--- src/rtl/fifo_wr_arbiter.sv ---
// Round-robin arbiter sharing one FIFO write port among NUM_REQ requesters.
// Each grant covers a burst of up to MAX_BURST words; one bubble per arbitration.
`timescale 1ns/1ps
module fifo_wr_arbiter #(
    parameter int DATA_WIDTH = 8,
    parameter int NUM_REQ    = 4,
    parameter int MAX_BURST  = 4,
    parameter int REQ_IDX_W  = 2
) (
    input  logic                          clk,
    input  logic                          rst_n,
    input  logic [NUM_REQ-1:0]            req,
    input  logic [NUM_REQ*DATA_WIDTH-1:0] req_data,
    output logic [NUM_REQ-1:0]            gnt,
    input  logic                          fifo_full,
    output logic                          fifo_wr_en,
    output logic [DATA_WIDTH-1:0]         fifo_data_in,
    output logic                          busy,
    output logic [REQ_IDX_W-1:0]          owner
);

    localparam int CNT_W = $clog2(MAX_BURST) + 1;

    typedef enum logic {
        IDLE  = 1'b0,
        BURST = 1'b1
    } state_t;

    state_t                 state;
    state_t                 state_nx;
    logic [REQ_IDX_W-1:0]   owner_r;
    logic [REQ_IDX_W-1:0]   owner_nx;
    logic [REQ_IDX_W-1:0]   owner_inc;
    logic [REQ_IDX_W-1:0]   rr_ptr;
    logic [REQ_IDX_W-1:0]   rr_ptr_nx;
    logic [REQ_IDX_W-1:0]   pick;
    logic [REQ_IDX_W-1:0]   sel;
    logic [CNT_W-1:0]       burst_cnt;
    logic [CNT_W-1:0]       burst_cnt_nx;
    logic [DATA_WIDTH-1:0]  words [NUM_REQ];
    logic                   found;
    logic                   xfer;
    int                     idx;

    always_comb begin
        for (int i = 0; i < NUM_REQ; i++) begin
            words[i] = req_data[i*DATA_WIDTH +: DATA_WIDTH];
        end
    end

    // First active requester at or after rr_ptr, wrapping.
    always_comb begin
        pick  = '0;
        found = 1'b0;
        idx   = 0;
        sel   = '0;
        for (int k = 0; k < NUM_REQ; k++) begin
            idx = int'(rr_ptr) + k;
            if (idx >= NUM_REQ) begin
                idx = idx - NUM_REQ;
            end
            sel = idx[REQ_IDX_W-1:0];
            if (!found && req[sel]) begin
                found = 1'b1;
                pick  = sel;
            end
        end
    end

    always_comb begin
        if (int'(owner_r) == NUM_REQ - 1) begin
            owner_inc = '0;
        end else begin
            owner_inc = owner_r + 1'b1;
        end
    end

    always_ff @(posedge clk or negedge rst_n) begin
        if (!rst_n) begin
            state     <= IDLE;
            owner_r   <= '0;
            rr_ptr    <= '0;
            burst_cnt <= '0;
        end else begin
            state     <= state_nx;
            owner_r   <= owner_nx;
            rr_ptr    <= rr_ptr_nx;
            burst_cnt <= burst_cnt_nx;
        end
    end

    always_comb begin
        state_nx     = state;
        owner_nx     = owner_r;
        rr_ptr_nx    = rr_ptr;
        burst_cnt_nx = burst_cnt;
        xfer         = 1'b0;
        gnt          = '0;
        fifo_wr_en   = 1'b0;
        fifo_data_in = '0;
        unique case (state)
            IDLE: begin
                if (|req) begin
                    owner_nx     = pick;
                    burst_cnt_nx = '0;
                    state_nx     = BURST;
                end
            end
            BURST: begin
                xfer = req[owner_r] & ~fifo_full;
                if (xfer) begin
                    gnt[owner_r] = 1'b1;
                    fifo_wr_en   = 1'b1;
                    fifo_data_in = words[owner_r];
                end
                // A withdrawn request ends the burst even during a full stall.
                if (!req[owner_r] ||
                    (xfer && burst_cnt == CNT_W'(MAX_BURST - 1))) begin
                    state_nx  = IDLE;
                    rr_ptr_nx = owner_inc;
                end else if (xfer) begin
                    burst_cnt_nx = burst_cnt + 1'b1;
                end
            end
            default: state_nx = IDLE;
        endcase
    end

    assign busy  = (state == BURST);
    assign owner = owner_r;

endmodule

--- config.mk ---
export PLATFORM = sky130hd
export DESIGN_NAME = fifo_wr_arbiter
export DESIGN_NICKNAME = d
export VERILOG_FILES = /design/src/rtl/fifo_wr_arbiter.sv
export SDC_FILE = /design/constraint.sdc
export NUM_CORES = 1
export LEC_CHECK = 0
export CORE_MARGIN = 3
export CORE_UTILIZATION = 37
export CTS_BUF_LIST = sky130_fd_sc_hd__clkbuf_8 sky130_fd_sc_hd__clkbuf_16
export DETAILED_ROUTE_END_ITERATION = 8
export GPL_TIMING_DRIVEN = 0
export PLACE_DENSITY = 0.81
export SYNTH_ARGS = -nofsm -noshare
export SYNTH_HDL_FRONTEND = slang
export SYNTH_SLANG_ARGS = --single-unit
--- constraint.sdc ---
create_clock -name clk -period 2 [get_ports clk]
set_input_delay 0.2 -clock clk [delete_from_list [all_inputs] [get_ports clk]]
set_output_delay 0.2 -clock clk [all_outputs]
set_load 0.1 [all_outputs]
==> run metrics <==
pin count of the biggest net entering global routing=11; antenna violations before repair=0; post-synthesis cell area=885 um2; H-tree depth=1; min-delay worst type=in -> async; fmax=0.493 GHz; RSZ-0062 raised after global routing=yes; placer's final routability congestion estimate=0.745; Largest delay share family, worst path=multiplexers; ant diodes=0; non-filler cells, final=167; Buffers & Inverters on Critical Path=1; Worst-Skew Late Latency=0.23 ns; first-pass iteration count of the detailed router=4; CTS Root Cell=clkbuf_8; Setup crit start kind=register; Avg WL per Cell=16.1 um; Cells after DPL=158; Sw Ratio=0.514; final worst slack=-0.0299 ns; Syn-to-layout area delta=93.9%; Num CTS Buffers=3; failing checks=setup timing; Die Wd=54.9 um; Clock Skews=0.00289 ns; row cnt=17; Setup WS pre-CTS=-1.10 ns; critical path type=reg -> out; nets=185; hold slack=0.237 ns; drt via density=5.17; clock power share=0.079; required time worst endpoint=1.80 ns; TritonCTS clock tree=done; gr usage total=0.185; max cap viols=0; Synth Area per Inst=11.6 um2; crit path launch=owner[0]; pwr dens=1410 nW/um2; detailed-route wire length=2.68 mm; R2R setup slack=0.09 ns; crit path DAT=1.83 ns; crit path time final=2.03 ns; Vias=864; max incr delay on CP=0.59 ns; Lkg Pwr=0.778 nW; #FFs+latches synth=8; vias in the first global route=847; Post-Syn Instances=76; crit path max fanout=6; Residual DRC=0; sw power=1.25 mW; Synth cell types=28; core area=2230 um2; Internal Power=1.18 mW; clock-pin slew on the worst setup and hold paths=0.04 ns; ANT nets after route=0; final setup fails=5; CTS max path bufs=2; Max Transition Viols Final=0; Reg-to-Reg End=rr_ptr[1]; DIE AREA=3010 um2; worst-margin pin slew=0.960 ns; Fin. Hold Viols=0; Reg2Reg Depth=6; Crit. End Element=primary output; fillers=154; total gr overflow=0; Critical Path, Cell by Cell=mux4_2 -> nand3b_4 -> and2b_4 -> buf_12; post-cts hold buffer count=0; DIE HEIGHT=54.9 um; Levels on crit path=4; part of the cycle the worst path needs=1.01; IO Pins=55; Tot Pwr=2.43 mW; VDD IR max=1.61 mV; Initial DRC Count=21; first-pass GRT wire length=3.91 mm; clock sink count=8; Final TNS setup=-0.123 ns; Initial Utilization=0.396; DPL Wire Length=1.94 mm; Worst path slowest cell=mux4_2; Comb power frac=0.774; FF-to-FF Start=burst_cnt[0]; Reg power frac=0.147; synth warn=0; Slew headroom=0.359; outcome=complete, but fails checks; Buffers on Ports=54; Synth Net Count=121; Seq/Total Area, Yosys=0.226; share of cells above drive strength 1=0.403
-- flip-flops by register name, indices dropped and copies added (netlist names) --
name and flops:
burst_cnt 3, owner 2, rr_ptr 2, busy 1
-- placed cells by master (no fill, tap or decap), types with 2 or more instances in the layout --
cell / Yosys / final
and2b_4: 0 / 5
mux2_4: 2 / 2
nor2b_4: 0 / 3
buf_6: 1 / 2
buf_4: 0 / 8
mux4_2: 9 / 9
clkdlybuf4s50_1: 0 / 34
o21ai_0: 2 / 2
dfrtp_1: 8 / 6
mux2i_1: 6 / 6
ha_1: 6 / 6
nand3b_4: 1 / 2
clkbuf_8: 0 / 3
dlygate4sd2_1: 0 / 2
inv_1: 6 / 7
nand2_1: 5 / 5
a21oi_1: 3 / 3
dlymetal6s2s_1: 0 / 5
and2_4: 0 / 4
buf_12: 0 / 9
-- kinds of logic (layout without fill, tap and decap cells) --
| group | count (synthesis) | in the layout | share of synthesized area |
|---|---|---|---|
| flops | 8 | 8 | 0.226 |
| simple gates | 23 | 24 | 0.181 |
| fa+ha+maj | 6 | 6 | 0.0849 |
| mux | 18 | 18 | 0.344 |
| compound gates | 11 | 11 | 0.112 |
| buf+inv | 10 | 72 | 0.0523 |
-- repair_timing --
item / in CTS / in global routing
setup buffers: 5 / 1
pin swaps: 0 / 1
endpoints found under the setup margin: 16 / 15
gates resized for setup: 111 / 6
cloned: 1 / 0
hold endpoints to repair: 0 / 0
-- power groups by stage --
stage,clock (mW),combinational (mW),sequential [mW]
final,0.191,1.88,0.357
after global routing,0.209,1.99,0.371
after CTS,0.198,1.91,0.345
after detailed placement,0,1.73,0.341
after global placement,0,1.71,0.337
after floorplan,0,1.16,0.540
-- cell usage after synthesis, drive strengths merged --
| cell | n | area [um2] |
|---|---|---|
| clkbuf | 1 | 3.75 |
| o311ai | 1 | 16.3 |
| a21oi | 3 | 15.0 |
| mux2i | 6 | 60.1 |
| ha | 6 | 75.1 |
| nand3b | 1 | 20.0 |
| o31a | 1 | 8.76 |
| a211oi | 1 | 7.51 |
| nor3b | 1 | 7.51 |
| inv | 7 | 26.3 |
| o21a | 1 | 7.51 |
| nor2 | 2 | 15.0 |
| o41ai | 1 | 27.5 |
| buf | 2 | 16.3 |
| and2 | 4 | 25.0 |
| o22ai | 1 | 6.26 |
| mux2 | 3 | 41.3 |
| dfrtp | 8 | 200 |
| nand2 | 5 | 18.8 |
| mux4 | 9 | 203 |
| nor2b | 4 | 25.0 |
| o21ai | 2 | 10.0 |
| and2b | 5 | 37.5 |
| or3 | 1 | 11.3 |
-- worst max-delay path by stage --
stage                      end  slack, ns
4_1_cts        fifo_data_in[0]      -0.12
2_1_floorplan           gnt[0]      -0.16
6_report       fifo_data_in[3]      -0.03
3_3_place_gp   fifo_data_in[4]      -1.07
3_5_place_dp   fifo_data_in[4]      -1.10
5_1_grt        fifo_data_in[3]      -0.08
-- metal layers --
layer,part of all wire,global-route usage,up-vias
li1,-,-,409
met1,0.38,0.227,417
met2,0.54,0.335,35
met3,0.067,0.0188,3
met4,0.012,0.0607,0
met5,0,0,-
-- layout make-up --
cell class              instances  area (um2)  share of cell area
repair buffers                 59         676               0.394
plain buffers                   2        12.5             0.00729
inverters                       7        38.8              0.0226
clock buffers                   3        41.3              0.0241
well taps                      28        35.0              0.0204
clock inverters                 1        3.75             0.00219
multi-input cells              59         703               0.410
flip-flops and latches          8         205               0.120
-- metrics by stage --
stage	instance area, um2	util
after global placement	1520	0.682
after global routing	1720	0.768
after CTS	1710	0.766
final	1720	0.768
after detailed placement	1520	0.682
after floorplan	947	-
Power figures use the tool's default switching activity.
